## src/rtl/logic_unit_arbiter_pkg.sv

```systemverilog
`default_nettype none
// ============================================================================
// Module : logic_unit_arbiter_pkg
// Brief  : Op encodings and result-slot state type shared by the logic unit
//          arbiter and its round-robin sub-block.
// Rev    : 1.0  initial release
// ============================================================================
package logic_unit_arbiter_pkg;

    // Bitwise operation encodings carried on req_op
    localparam logic [1:0] LOP_AND = 2'b00;
    localparam logic [1:0] LOP_OR  = 2'b01;
    localparam logic [1:0] LOP_XOR = 2'b10;
    localparam logic [1:0] LOP_NOR = 2'b11;

    // Result slot occupancy; FULL means rsp_valid is asserted
    typedef enum logic [0:0] {
        ST_EMPTY = 1'b0,
        ST_FULL  = 1'b1
    } slot_state_t;

endpackage : logic_unit_arbiter_pkg
`default_nettype wire

```

## src/rtl/logic_unit_arbiter_rr_arbiter.sv

```systemverilog
`default_nettype none
// ============================================================================
// Module : rr_arbiter
// Brief  : Combinational round-robin grant. Searches from ptr upward with
//          wrap and grants the first pending request when enabled.
// Rev    : 1.0  initial release
// ============================================================================
module rr_arbiter #(
    parameter int NREQ = 2,
    parameter int ID_W = 1
) (
    input  logic [NREQ-1:0] req,
    input  logic            enable,
    input  logic [ID_W-1:0] ptr,
    output logic [NREQ-1:0] grant,
    output logic [ID_W-1:0] index,
    output logic            any_grant
);

    localparam logic [ID_W:0] c_nreq = (ID_W+1)'(NREQ);

    logic [ID_W:0] w_cand;

    // Walk candidates ptr, ptr+1, ... modulo NREQ; first pending one wins
    always_comb begin
        grant     = '0;
        index     = '0;
        any_grant = 1'b0;
        w_cand    = '0;
        for (int k = 0; k < NREQ; k++) begin
            w_cand = {1'b0, ptr} + (ID_W+1)'(k);
            if (w_cand >= c_nreq) begin
                w_cand = w_cand - c_nreq;
            end
            if (enable && !any_grant && req[w_cand[ID_W-1:0]]) begin
                grant[w_cand[ID_W-1:0]] = 1'b1;
                index                   = w_cand[ID_W-1:0];
                any_grant               = 1'b1;
            end
        end
    end

endmodule : rr_arbiter
`default_nettype wire

```

## src/rtl/logic_unit_arbiter.sv

```systemverilog
`default_nettype none
// ============================================================================
// Module : logic_unit_arbiter
// Brief  : One shared AND/OR/XOR/NOR unit arbitrated round-robin between
//          NREQ requesters, with a single registered result slot that
//          supports backpressure and same-cycle drain + refill.
// Rev    : 1.0  initial release
// ============================================================================
module logic_unit_arbiter
    import logic_unit_arbiter_pkg::*;
#(
    parameter int WIDTH = 32,
    parameter int NREQ  = 2,
    parameter int ID_W  = 1
) (
    input  logic                  clk,
    input  logic                  rst,
    input  logic [NREQ-1:0]       req_valid,
    input  logic [2*NREQ-1:0]     req_op,
    input  logic [WIDTH*NREQ-1:0] req_a,
    input  logic [WIDTH*NREQ-1:0] req_b,
    output logic [NREQ-1:0]       req_ready,
    output logic                  rsp_valid,
    output logic [WIDTH-1:0]      rsp_data,
    output logic [ID_W-1:0]       rsp_id,
    input  logic                  rsp_ready
);

    localparam logic [ID_W:0] c_nreq = (ID_W+1)'(NREQ);

    slot_state_t      r_state;
    slot_state_t      w_state_nxt;
    logic [ID_W-1:0]  r_ptr;
    logic [WIDTH-1:0] r_data;
    logic [ID_W-1:0]  r_id;

    logic             w_slot_free;
    logic             w_enable;
    logic             w_accept;
    logic [ID_W-1:0]  w_idx;
    logic [1:0]       w_op;
    logic [WIDTH-1:0] w_a;
    logic [WIDTH-1:0] w_b;
    logic [WIDTH-1:0] w_result;
    logic [ID_W:0]    w_ptr_inc;
    logic [ID_W-1:0]  w_ptr_nxt;

    assign rsp_valid   = (r_state == ST_FULL);
    assign rsp_data    = r_data;
    assign rsp_id      = r_id;
    assign w_slot_free = !rsp_valid || rsp_ready;
    // No grants may be visible while reset is held
    assign w_enable    = w_slot_free && !rst;

    rr_arbiter #(
        .NREQ (NREQ),
        .ID_W (ID_W)
    ) u_arb (
        .req       (req_valid),
        .enable    (w_enable),
        .ptr       (r_ptr),
        .grant     (req_ready),
        .index     (w_idx),
        .any_grant (w_accept)
    );

    // Route the granted requester's op and operands to the shared unit
    always_comb begin
        w_op = '0;
        w_a  = '0;
        w_b  = '0;
        for (int i = 0; i < NREQ; i++) begin
            if (w_idx == ID_W'(i)) begin
                w_op = req_op[2*i +: 2];
                w_a  = req_a[WIDTH*i +: WIDTH];
                w_b  = req_b[WIDTH*i +: WIDTH];
            end
        end
    end

    // Shared bitwise logic unit
    always_comb begin
        w_result = '0;
        case (w_op)
            LOP_AND: w_result = w_a & w_b;
            LOP_OR:  w_result = w_a | w_b;
            LOP_XOR: w_result = w_a ^ w_b;
            LOP_NOR: w_result = ~(w_a | w_b);
            default: w_result = '0;
        endcase
    end

    // Pointer moves just past the winner so it gets lowest priority next
    always_comb begin
        w_ptr_inc = {1'b0, w_idx} + (ID_W+1)'(1);
        w_ptr_nxt = w_ptr_inc[ID_W-1:0];
        if (w_ptr_inc >= c_nreq) begin
            w_ptr_nxt = '0;
        end
    end

    // Slot occupancy: fill on accept, empty on drain without refill
    always_comb begin
        w_state_nxt = r_state;
        case (r_state)
            ST_EMPTY: if (w_accept) w_state_nxt = ST_FULL;
            ST_FULL:  if (!w_accept && rsp_ready) w_state_nxt = ST_EMPTY;
            default:  w_state_nxt = ST_EMPTY;
        endcase
    end

    // Slot state register
    always_ff @(posedge clk or posedge rst) begin
        if (rst) begin
            r_state <= ST_EMPTY;
        end else begin
            r_state <= w_state_nxt;
        end
    end

    // Result, id and round-robin pointer update only on an accepted request
    always_ff @(posedge clk or posedge rst) begin
        if (rst) begin
            r_data <= '0;
            r_id   <= '0;
            r_ptr  <= '0;
        end else if (w_accept) begin
            r_data <= w_result;
            r_id   <= w_idx;
            r_ptr  <= w_ptr_nxt;
        end
    end

endmodule : logic_unit_arbiter
`default_nettype wire

```

## config.mk

```make
export PLATFORM = sky130hd
export DESIGN_NAME = logic_unit_arbiter
export DESIGN_NICKNAME = d
export VERILOG_FILES = /design/src/rtl/logic_unit_arbiter_pkg.sv /design/src/rtl/logic_unit_arbiter_rr_arbiter.sv /design/src/rtl/logic_unit_arbiter.sv
export SDC_FILE = /design/constraint.sdc
export NUM_CORES = 1
export LEC_CHECK = 0
export CAP_MARGIN = 10
export CORE_UTILIZATION = 45
export DETAILED_ROUTE_END_ITERATION = 6
export PLACE_DENSITY_LB_ADDON = 0.2
export SYNTH_ARGS = -nofsm -noshare
export SYNTH_HDL_FRONTEND = slang
export SYNTH_HIERARCHICAL = 1
export SYNTH_SLANG_ARGS = --single-unit
```

## constraint.sdc

```tcl
create_clock -name clk -period 3.49 [get_ports clk]
set_input_delay 0.698 -clock clk [delete_from_list [all_inputs] [get_ports clk]]
set_output_delay 0.698 -clock clk [all_outputs]
set_load 0.01 [all_outputs]
```

== Word level (Yosys, flattened, before mapping) ==
Index checks and enable logic that the tools add are counted.

* Flip-flop bits (word level): 35
* Bits of input ports: 137
* Word-level logic and storage cells: 61

* Add/sub/neg operators: 4
* $lt $le $gt $ge: 7
* Equality and inequality tests: 3
* Muxes and demuxes: 24
* Bitwise operators: 6
* Reductions and logical operators: 13

{| class="wikitable"
|+ Operator list
! operator !! number
|-
| case mux 32 bit (4 select lines) || 1
|-
| 2-to-1 mux 32 bit || 2
|-
| bitwise AND 32 bit || 1
|-
| inverter 32 bit || 1
|-
| OR 32 bit || 1
|-
| bitwise XOR 32 bit || 1
|-
| 2-to-1 mux 1 bit || 15
|-
| logical AND 1 bit || 7
|-
| 2-to-1 mux 2 bit || 3
|-
| adder 1 x 1 -> 2 bit (second input constant) || 2
|-
| equality test 2 bit (second input constant) || 2
|-
| >= comparator 2 bit (second input constant) || 2
|-
| zero test 1 bit || 4
|-
| less-than comparator 1 x 2 -> 1 bit (second input constant) || 2
|-
| demux 1 bit (select 1 bit) || 2
|-
| equality test 2 x 1 -> 1 bit (second input constant) || 1
|-
| >= comparator 1 bit (second input constant) || 2
|-
| >= comparator 1 x 2 -> 1 bit (second input constant) || 1
|-
| zero test 2 bit || 1
|-
| OR 2 bit || 1
|-
| case mux 1 bit (2 select lines) || 1
|-
| subtractor 1 bit (second input constant) || 2
|-
| logical OR 1 bit || 1
|-
| inverter 1 bit || 1
|}

== Longest topological paths before layout ==
Gate-level depths: netlist of run 1.

* Depth in word-level cells: 14
* Mapped depth: 13
* Mapped depth without buffers: 10

== Hierarchy ==
Netlist of run 1, hierarchy kept.

{| class="wikitable"
|+ Modules (own cells, without submodules)
! module !! instances !! cells each !! area each (um^2) !! sequential area each (um^2)
|-
| logic_unit_arbiter || 1 || 479 || 4,197.8 || 875.8
|-
| rr_arbiter || 1 || 7 || 33.8 || 0.0
|}

== Worst setup path before layout of run 1 ==
OpenSTA, ideal clock, no wires.

* Kind: input port to flip-flop
* Start: input rsp_ready
* End: register r_data[11] (netlist: rsp_data[11])
* Library setup time: 126 ps
* Data arrival time: 2,842 ps
* Data required time: 3,364 ps
* Slack: 522 ps
* Cell stages on the path: 12
* Buffers on the path: 3
* Cell sequence: inv_1 > a21oi_1 > nand2_1 > a21oi_1 > buf_2 > buf_4 > buf_2 > mux2i_1 > ha_1 > o221ai_1 > a211oi_1 > a221o_1

* Cells in the longest elaborated chain, start to end: 12

{| class="wikitable"
|+ RTL lines
! element !! RTL line !! text
|-
| start, declared || logic_unit_arbiter.sv:26 || <nowiki>input logic rsp_ready</nowiki>
|-
| logical OR 1 bit * || logic_unit_arbiter.sv:51 || <nowiki>assign w_slot_free = !rsp_valid || rsp_ready;</nowiki>
|-
| logical AND 1 bit * || logic_unit_arbiter.sv:53 || <nowiki>assign w_enable = w_slot_free && !rst;</nowiki>
|-
| via w_enable || logic_unit_arbiter.sv:38 || <nowiki>logic w_enable;</nowiki>
|-
| logical AND 1 bit || logic_unit_arbiter_rr_arbiter.sv:35 || <nowiki>if (enable && !any_grant && req[w_cand[ID_W-1:0]]) begin</nowiki>
|-
| 2-to-1 mux 1 bit || logic_unit_arbiter_rr_arbiter.sv:35 ||
|-
| zero test 1 bit || logic_unit_arbiter_rr_arbiter.sv:35 ||
|-
| logical AND 1 bit (2 in series) || logic_unit_arbiter_rr_arbiter.sv:35 ||
|-
| 2-to-1 mux 1 bit * || logic_unit_arbiter_rr_arbiter.sv:35 ||
|-
| via w_idx || logic_unit_arbiter.sv:40 || <nowiki>logic [ID_W-1:0] w_idx;</nowiki>
|-
| 2-to-1 mux 32 bit || logic_unit_arbiter.sv:73 || <nowiki>if (w_idx == ID_W'(i)) begin</nowiki>
|-
| OR 32 bit || logic_unit_arbiter.sv:86, logic_unit_arbiter.sv:88 ||
|-
| inverter 32 bit || logic_unit_arbiter.sv:88 || <nowiki>LOP_NOR: w_result = ~(w_a | w_b);</nowiki>
|-
| case mux 32 bit (4 select lines) * || logic_unit_arbiter.sv:84 || <nowiki>case (w_op)</nowiki>
|-
| end signal, assigned || logic_unit_arbiter.sv:128 || <nowiki>r_data <= w_result;</nowiki>
|-
| end, declared || logic_unit_arbiter.sv:34 || <nowiki>logic [WIDTH-1:0] r_data;</nowiki>
|}

The timed path passes the listed nets; every way through them passes the cells marked *.
A chain may end at the register's enable or synchronous reset.

== Worst setup path after layout of run 1 ==
* Start: input rsp_ready
* End: register r_data[30] (netlist: rsp_data[30])

The elaborated chain is that of the path after synthesis.

==> impl_results.md, run 1 <==
* Slew Limit Fails at 0
* Via count at 4,237
* Row count at 35
* Top cell type's share of synthesized area at 0.207
* WL/cell at about 16 um
* Main synth FF type: dfrtp_1
* Clock skew at 0.00770 ns
* Drt drc at 0
* Nets at 847
* Clk sinks at 35
* Crit path kind: in2reg
* Sequential area share after synthesis at 0.207
* HP Class: reg2reg
* Max-capacitance violation count at 0
* Setup_tns at 0 ns
* Status: finished, final reports clean
* Cell type with the largest total area after synthesis: dfrtp_1
* Slowest stage cell, crit path: clkdlybuf4s50_1
* CP Capture Type: flop
* Worst Tran Pin Value at a little under 1 ns
* Core Util, Final at 0.677
* Cts-stage hold buffer count at 0
* CTS clock-pin slew for the worst setup and hold paths at around 0.07 ns
* Final worst-path cycle share at 0.878
* HPWL Detailed at ~9000 um
* Largest net degree at the start of global routing at 36
* Worst setup SP type: input port
* Leakage power at between 2 and 3 nW
* Clock Path Buffers at 2
* Gate count of the mapped netlist at ~500
* CTS root buffer: clkbuf_8
* Most frequent cell after synthesis: inv_1
* Hold slack at 0.514 ns
* Worst slack, placed at around 0.094 ns
* Netlist cell types at 29
* Num CTS Buffers at 5
* Post-cts sizing count at 0
* Post-CTS setup buffers at 0
* Number of enable-type register cells in the synthesized netlist at 0
* Max VDD drop at 0.000174 V
* Die Wd at roughly 99 um
* Worst slew margin at 0.339
* Worst skew pair latency at between 0.2 and 0.3 ns
* Synth area leaders: dfrtp_1 21%, ha_1 19%, mux2i_1 15%, inv_1 8.8%, a221o_1 7.6%
* Htree depth at 2
* Area grow syn2layout at 46.4%
* Global Route Usage Sum at 0.252
* Crit-path max FO at 23
* First-pass GRT wire length at 19,900 um
* Core Box Area at between 9000 and 10,000 sq um
* Post-route design area at between 6000 and 7000 sq um
* Hold Path Origin: rsp_id$_DFFE_PP0P_
* Final hold viol count at 0
* DIE HEIGHT at ~99 um
* Worst Setup SP: rsp_ready
* Post-Synthesis Mean Instance Area at 8.71 sq um
* Dpl cell area at 6110 sq um
* Worst reg2reg path startpoint: rsp_valid$_DFF_PP0_
* CP Cell Sequence: clkdlybuf4s50_1 > inv_1 > a21oi_1 > nand2_1 > a21oi_4 > buf_12 > buf_4 > mux2i_1 > ha_1 > o221ai_1 > a211oi_1 > a221o_1
* Initial antenna violation count at 0
* Total power per unit cell area at 291 nW/um^2
* RSZ-0062 raised after global routing: no
* Routability cong. at slightly below 0.8
* Ys async rst share at 1.00
* First-pass DRT Iterations at 4
* FMAX at around 0.33 GHz
* CTS tree: done
* Gr ovfl total at 0
* WL final at about 12,000 um
* Post-synthesis register bit count at 35
* DIE AREA at ~9800 sq um
* Via-to-Cell Ratio at ~5.6
* DRT iter0 DRCs at 137
* Io pins at ~170
* Worst path arrival time at approximately 3.2 ns
* Routed Antenna Nets at 0
* Final setup margin at about 0.43 ns
* Warnings, synthesis at 6
* Post-Syn Area at approximately 4200 sq um
* Post-synth top cells: 99 x inv_1, 64 x ha_1, 64 x mux2i_1
* Starting density of the core at 0.462
* PortBufs at 172
* Worst Path Required at 3.66 ns
* Share of cells above drive strength 1 at 0.0464
* Min cycle time layout at ~3.1 ns
* Vias in the first global route at between 4,000 and 5,000
* Net Count, Synth at 687
* CP peak stage delay at roughly 0.46 ns
* Final setup vio count at 0
* N_diodes at 0
worst max-delay path, delay by kind of cell:
kind	cells	cell delay, ns
adders and majority gates	1	0.28
muxes	1	0.30
and+or+nand+nor	1	0.14
AOI/OAI and AO/OA	5	0.89
buffers and inverters	4	0.91
path summary, 6_finish.rpt:
| check | slack (ns) | end | depth (start not counted) |
|---|---|---|---|
| setup / recovery | 0.43 | rsp_data[30]$_DFFE_PP0P_ | 12 |
| hold / removal | 0.51 | rsp_id$_DFFE_PP0P_ | 1 |
| setup reg to reg | 0.90 | rsp_data[30]$_DFFE_PP0P_ | 10 |
| hold reg to reg | 0.51 | rsp_id$_DFFE_PP0P_ | 1 |
| max in group asynchronous | 1.95 | rsp_data[23]$_DFFE_PP0P_ | 3 |
| min in group asynchronous | 0.85 | rsp_valid$_DFF_PP0_ | 2 |
final cells by class:
cell class / instances / area, sq um
Multi-Input combinational cell: 313 / 2800
Sequential cell: 35 / 876
Clock inverter: 1 / 5.00
Timing Repair Buffer: 191 / 1930
Tap cell: 111 / 139
Inverter: 100 / 375
Clock buffer: 7 / 76.3
Fill cell: 772 / 2960
metrics by stage:
stage,power [mW],std cells
detailed placement,1.51,750
finish,1.80,758
floorplan,1.03,486
global placement,1.48,750
global route,1.92,758
CTS,1.81,758
layer usage:
metal  vias to the layer above  GRT usage  share of wire
li1                       2043          -              -
met1                      2011      0.302           0.42
met2                       170      0.459           0.51
met3                        13     0.0504          0.062
met4                         0     0.0608         0.0089
met5                         -          0              0
registers in the layout, indices dropped and copies added (netlist names):
signal	count
r_ptr	1
rsp_id	1
rsp_valid	1
rsp_data	32
power by group:
group          leakage (nW)  internal, mW  switching [mW]
clock                0.0422         0.140           0.161
sequential            0.432         0.501          0.0610
combinational          2.29         0.533           0.408
total                  2.77          1.17           0.631
layout by cell type, fill, tap and decap left out, types with 2 or more instances in the layout:
master	count
a211oi_1	31
inv_1	98
a221o_1	32
clkinv_1	2
a21oi_1	35
o221ai_1	31
clkdlybuf4s50_1	172
o21ai_0	2
clkbuf_1	2
buf_4	14
buf_12	5
ha_1	64
nor2b_1	33
mux2i_1	64
nand2_1	5
nor2_1	3
dfrtp_1	35
clkbuf_8	5
cell families after synthesis:
logic type | share of synthesized area
mux | 0.158
compound gates | 0.248
buf+inv | 0.136
simple gates | 0.0621
flops | 0.207
fa+ha+maj | 0.189
No activity file was read; power rests on OpenSTA's default activity.
==> inputs of run 2 (changes only) <==
- CORE_ASPECT_RATIO: not set -> 0.8
==> impl_results.md, run 2 (same netlist as run 1, synthesis figures left out) <==
* Status: finished, final reports clean (unchanged)
* Crit path kind: in2reg (unchanged)
* Min cycle time layout at 3.16 ns (was 3.06 ns)
* Post-cts sizing count at 0 (unchanged)
* Htree depth at 2 (unchanged)
* Via count at 4,330 (was 4,237)
* DIE AREA at 9800 sq um (about the same)
* First-pass DRT Iterations at 5 (was 4)
* Slew Limit Fails at 0 (unchanged)
* Io pins at 173 (unchanged)
* Cts-stage hold buffer count at 0 (unchanged)
* Leakage power at 2.79 nW (was 2.77 nW)
* M1 GR Usage at 0.319 (was 0.302)
* Worst path arrival time at 3.37 ns (was 3.24 ns)
* Clock skew at 0.00454 ns (was 0.00770 ns)
* WL final at 12,900 um (was 12,200 um)
* Post-CTS setup buffers at 0 (unchanged)
* CP Capture Type: flop (unchanged)
* WL/cell at 16.9 um (was 16.1 um)
* DRT iter0 DRCs at 173 (was 137)
* Largest net degree at the start of global routing at 36 (unchanged)
* HP Class: reg2reg (unchanged)
* Max VDD drop at 0.000206 V (was 0.000174 V)
* Clock Path Buffers at 2 (unchanged)
* Routed Antenna Nets at 0 (unchanged)
* Worst Path Required at 3.71 ns (was 3.66 ns)
* Nets at 847 (unchanged)
* Row count at 31 (was 35)
* Die Wd at 110 um (was 99.0 um)
* Gr ovfl total at 0 (unchanged)
* Num CTS Buffers at 5 (unchanged)
* Starting density of the core at 0.466 (was 0.462)
* Core Box Area at 9080 sq um (was 9150 sq um)
* Worst slew margin at 0.287 (was 0.339)
* Area grow syn2layout at 47.3% (was 46.4%)
* Final worst-path cycle share at 0.905 (was 0.878)
* HPWL Detailed at 9190 um (was 9030 um)
* GR Util met3 at 0.0541 (was 0.0504)
* Drt drc at 0 (unchanged)
* Overall Power at 1.94 mW (was 1.80 mW)
* Grt met2 use at 0.467 (was 0.459)
* Share of cells above drive strength 1 at 0.0495 (was 0.0464)
* Most used routing layer: met2 (unchanged)
* CTS root buffer: clkbuf_16 (was clkbuf_8)
* Vias in the first global route at 4,434 (was 4,303)
* Final setup vio count at 0 (unchanged)
* N_diodes at 0 (unchanged)
* Crit-path max FO at 21 (was 23)
* Worst Tran Pin Value at 1.07 ns (was 0.985 ns)
* PortBufs at 172 (unchanged)
* Initial antenna violation count at 0 (unchanged)
* Most common cell after layout, fill and taps aside: clkdlybuf4s50_1 (unchanged)
* CTS clock-pin slew for the worst setup and hold paths at 0.06 ns (was 0.07 ns)
* RSZ-0062 raised after global routing: no (unchanged)
* Commonest non-fill, non-tap cells in the layout: 172 x clkdlybuf4s50_1, 98 x inv_1, 64 x mux2i_1, 64 x ha_1 (unchanged)
* Global Route Usage Sum at 0.258 (was 0.252)
* DIE HEIGHT at 88.7 um (was 99.0 um)
* Worst skew pair latency at 0.28 ns (was 0.29 ns)
* Clk sinks at 35 (unchanged)
* FMAX at 0.317 GHz (was 0.326 GHz)
* Max-capacitance violation count at 0 (unchanged)
* Total power per unit cell area at 312 nW/um^2 (was 291 nW/um^2)
* Setup_tns at 0 ns (unchanged)
* Via-to-Cell Ratio at 5.68 (was 5.59)
* Final hold viol count at 0 (unchanged)
* Routability cong. at 0.809 (was 0.795)
* Worst setup SP type: input port (unchanged)
* CTS tree: done (unchanged)
* First-pass GRT wire length at 20,800 um (was 19,900 um)
* Largest register FFs at 32 (unchanged)
==> run 2: cell types whose count changed in the layout (fill, tap and decap cells not counted) <==
cell / delta
buf_4: +2
buf_12: -2
clkbuf_1: -2
clkbuf_16: +5
clkinv_2: +2
clkbuf_8: -5
==> run 2: metal layers <==
metal  routed length [um]  vias to the layer above
li1                     -                     2046
met1                 5420                     2080
met2                 6380                      194
met3                  982                       10
met4                   95                        0
met5                    0                        -
==> run 2: path summary, 6_finish.rpt <==
path	startpoint	to	slack [ns]	cells after the start
worst min register to register	rsp_valid$_DFF_PP0_	rsp_valid$_DFF_PP0_	0.51	1
min in group asynchronous	rst	rsp_data[28]$_DFFE_PP0P_	0.85	2
worst max register to register	rsp_valid$_DFF_PP0_	rsp_data[23]$_DFFE_PP0P_	0.83	7
max in group asynchronous	rst	rsp_data[7]$_DFFE_PP0P_	1.97	3
worst min-delay path	rsp_valid$_DFF_PP0_	rsp_valid$_DFF_PP0_	0.51	1
worst max-delay path	rsp_ready	rsp_data[23]$_DFFE_PP0P_	0.33	9
==> run 2: critical path, stage by stage <==
cell             delay [ns]
clkdlybuf4s50_1        0.46
inv_1                  0.05
a21oi_1                0.20
nand2_1                0.14
a21oi_4                0.35
a21oi_1                0.14
nor2_2                 0.83
buf_4                  0.34
a221o_1                0.16
==> run 2: cell type report <==
type,count,area [sq um]
clock buffers,5,125
clock inverters,3,15.0
fillers,749,2840
inverters,100,375
multi-input cells,313,2800
flip-flops and latches,35,876
well taps,115,144
repair buffers,191,1900
==> run 2: power breakdown <==
group | total (mW) | switching (mW) | internal (mW)
Combinational | 0.942 | 0.412 | 0.529
Clock | 0.441 | 0.180 | 0.261
Sequential | 0.561 | 0.0598 | 0.502
==> run 2: through the flow <==
| step | utilization | cells | area, sq um | hold slack [ns] | setup WS [ns] |
|---|---|---|---|---|---|
| global route | 0.687 | 762 | 6230 | 0.526 | 0.0706 |
| global placement | 0.671 | 754 | 6090 | 0.495 | 0.134 |
| CTS | 0.687 | 762 | 6230 | 0.514 | 0.345 |
| detailed placement | 0.671 | 754 | 6090 | 0.496 | 0.0573 |
| finish | 0.687 | 762 | 6230 | 0.512 | 0.331 |
| floorplan | - | 486 | 4230 | 0.475 | 0.522 |
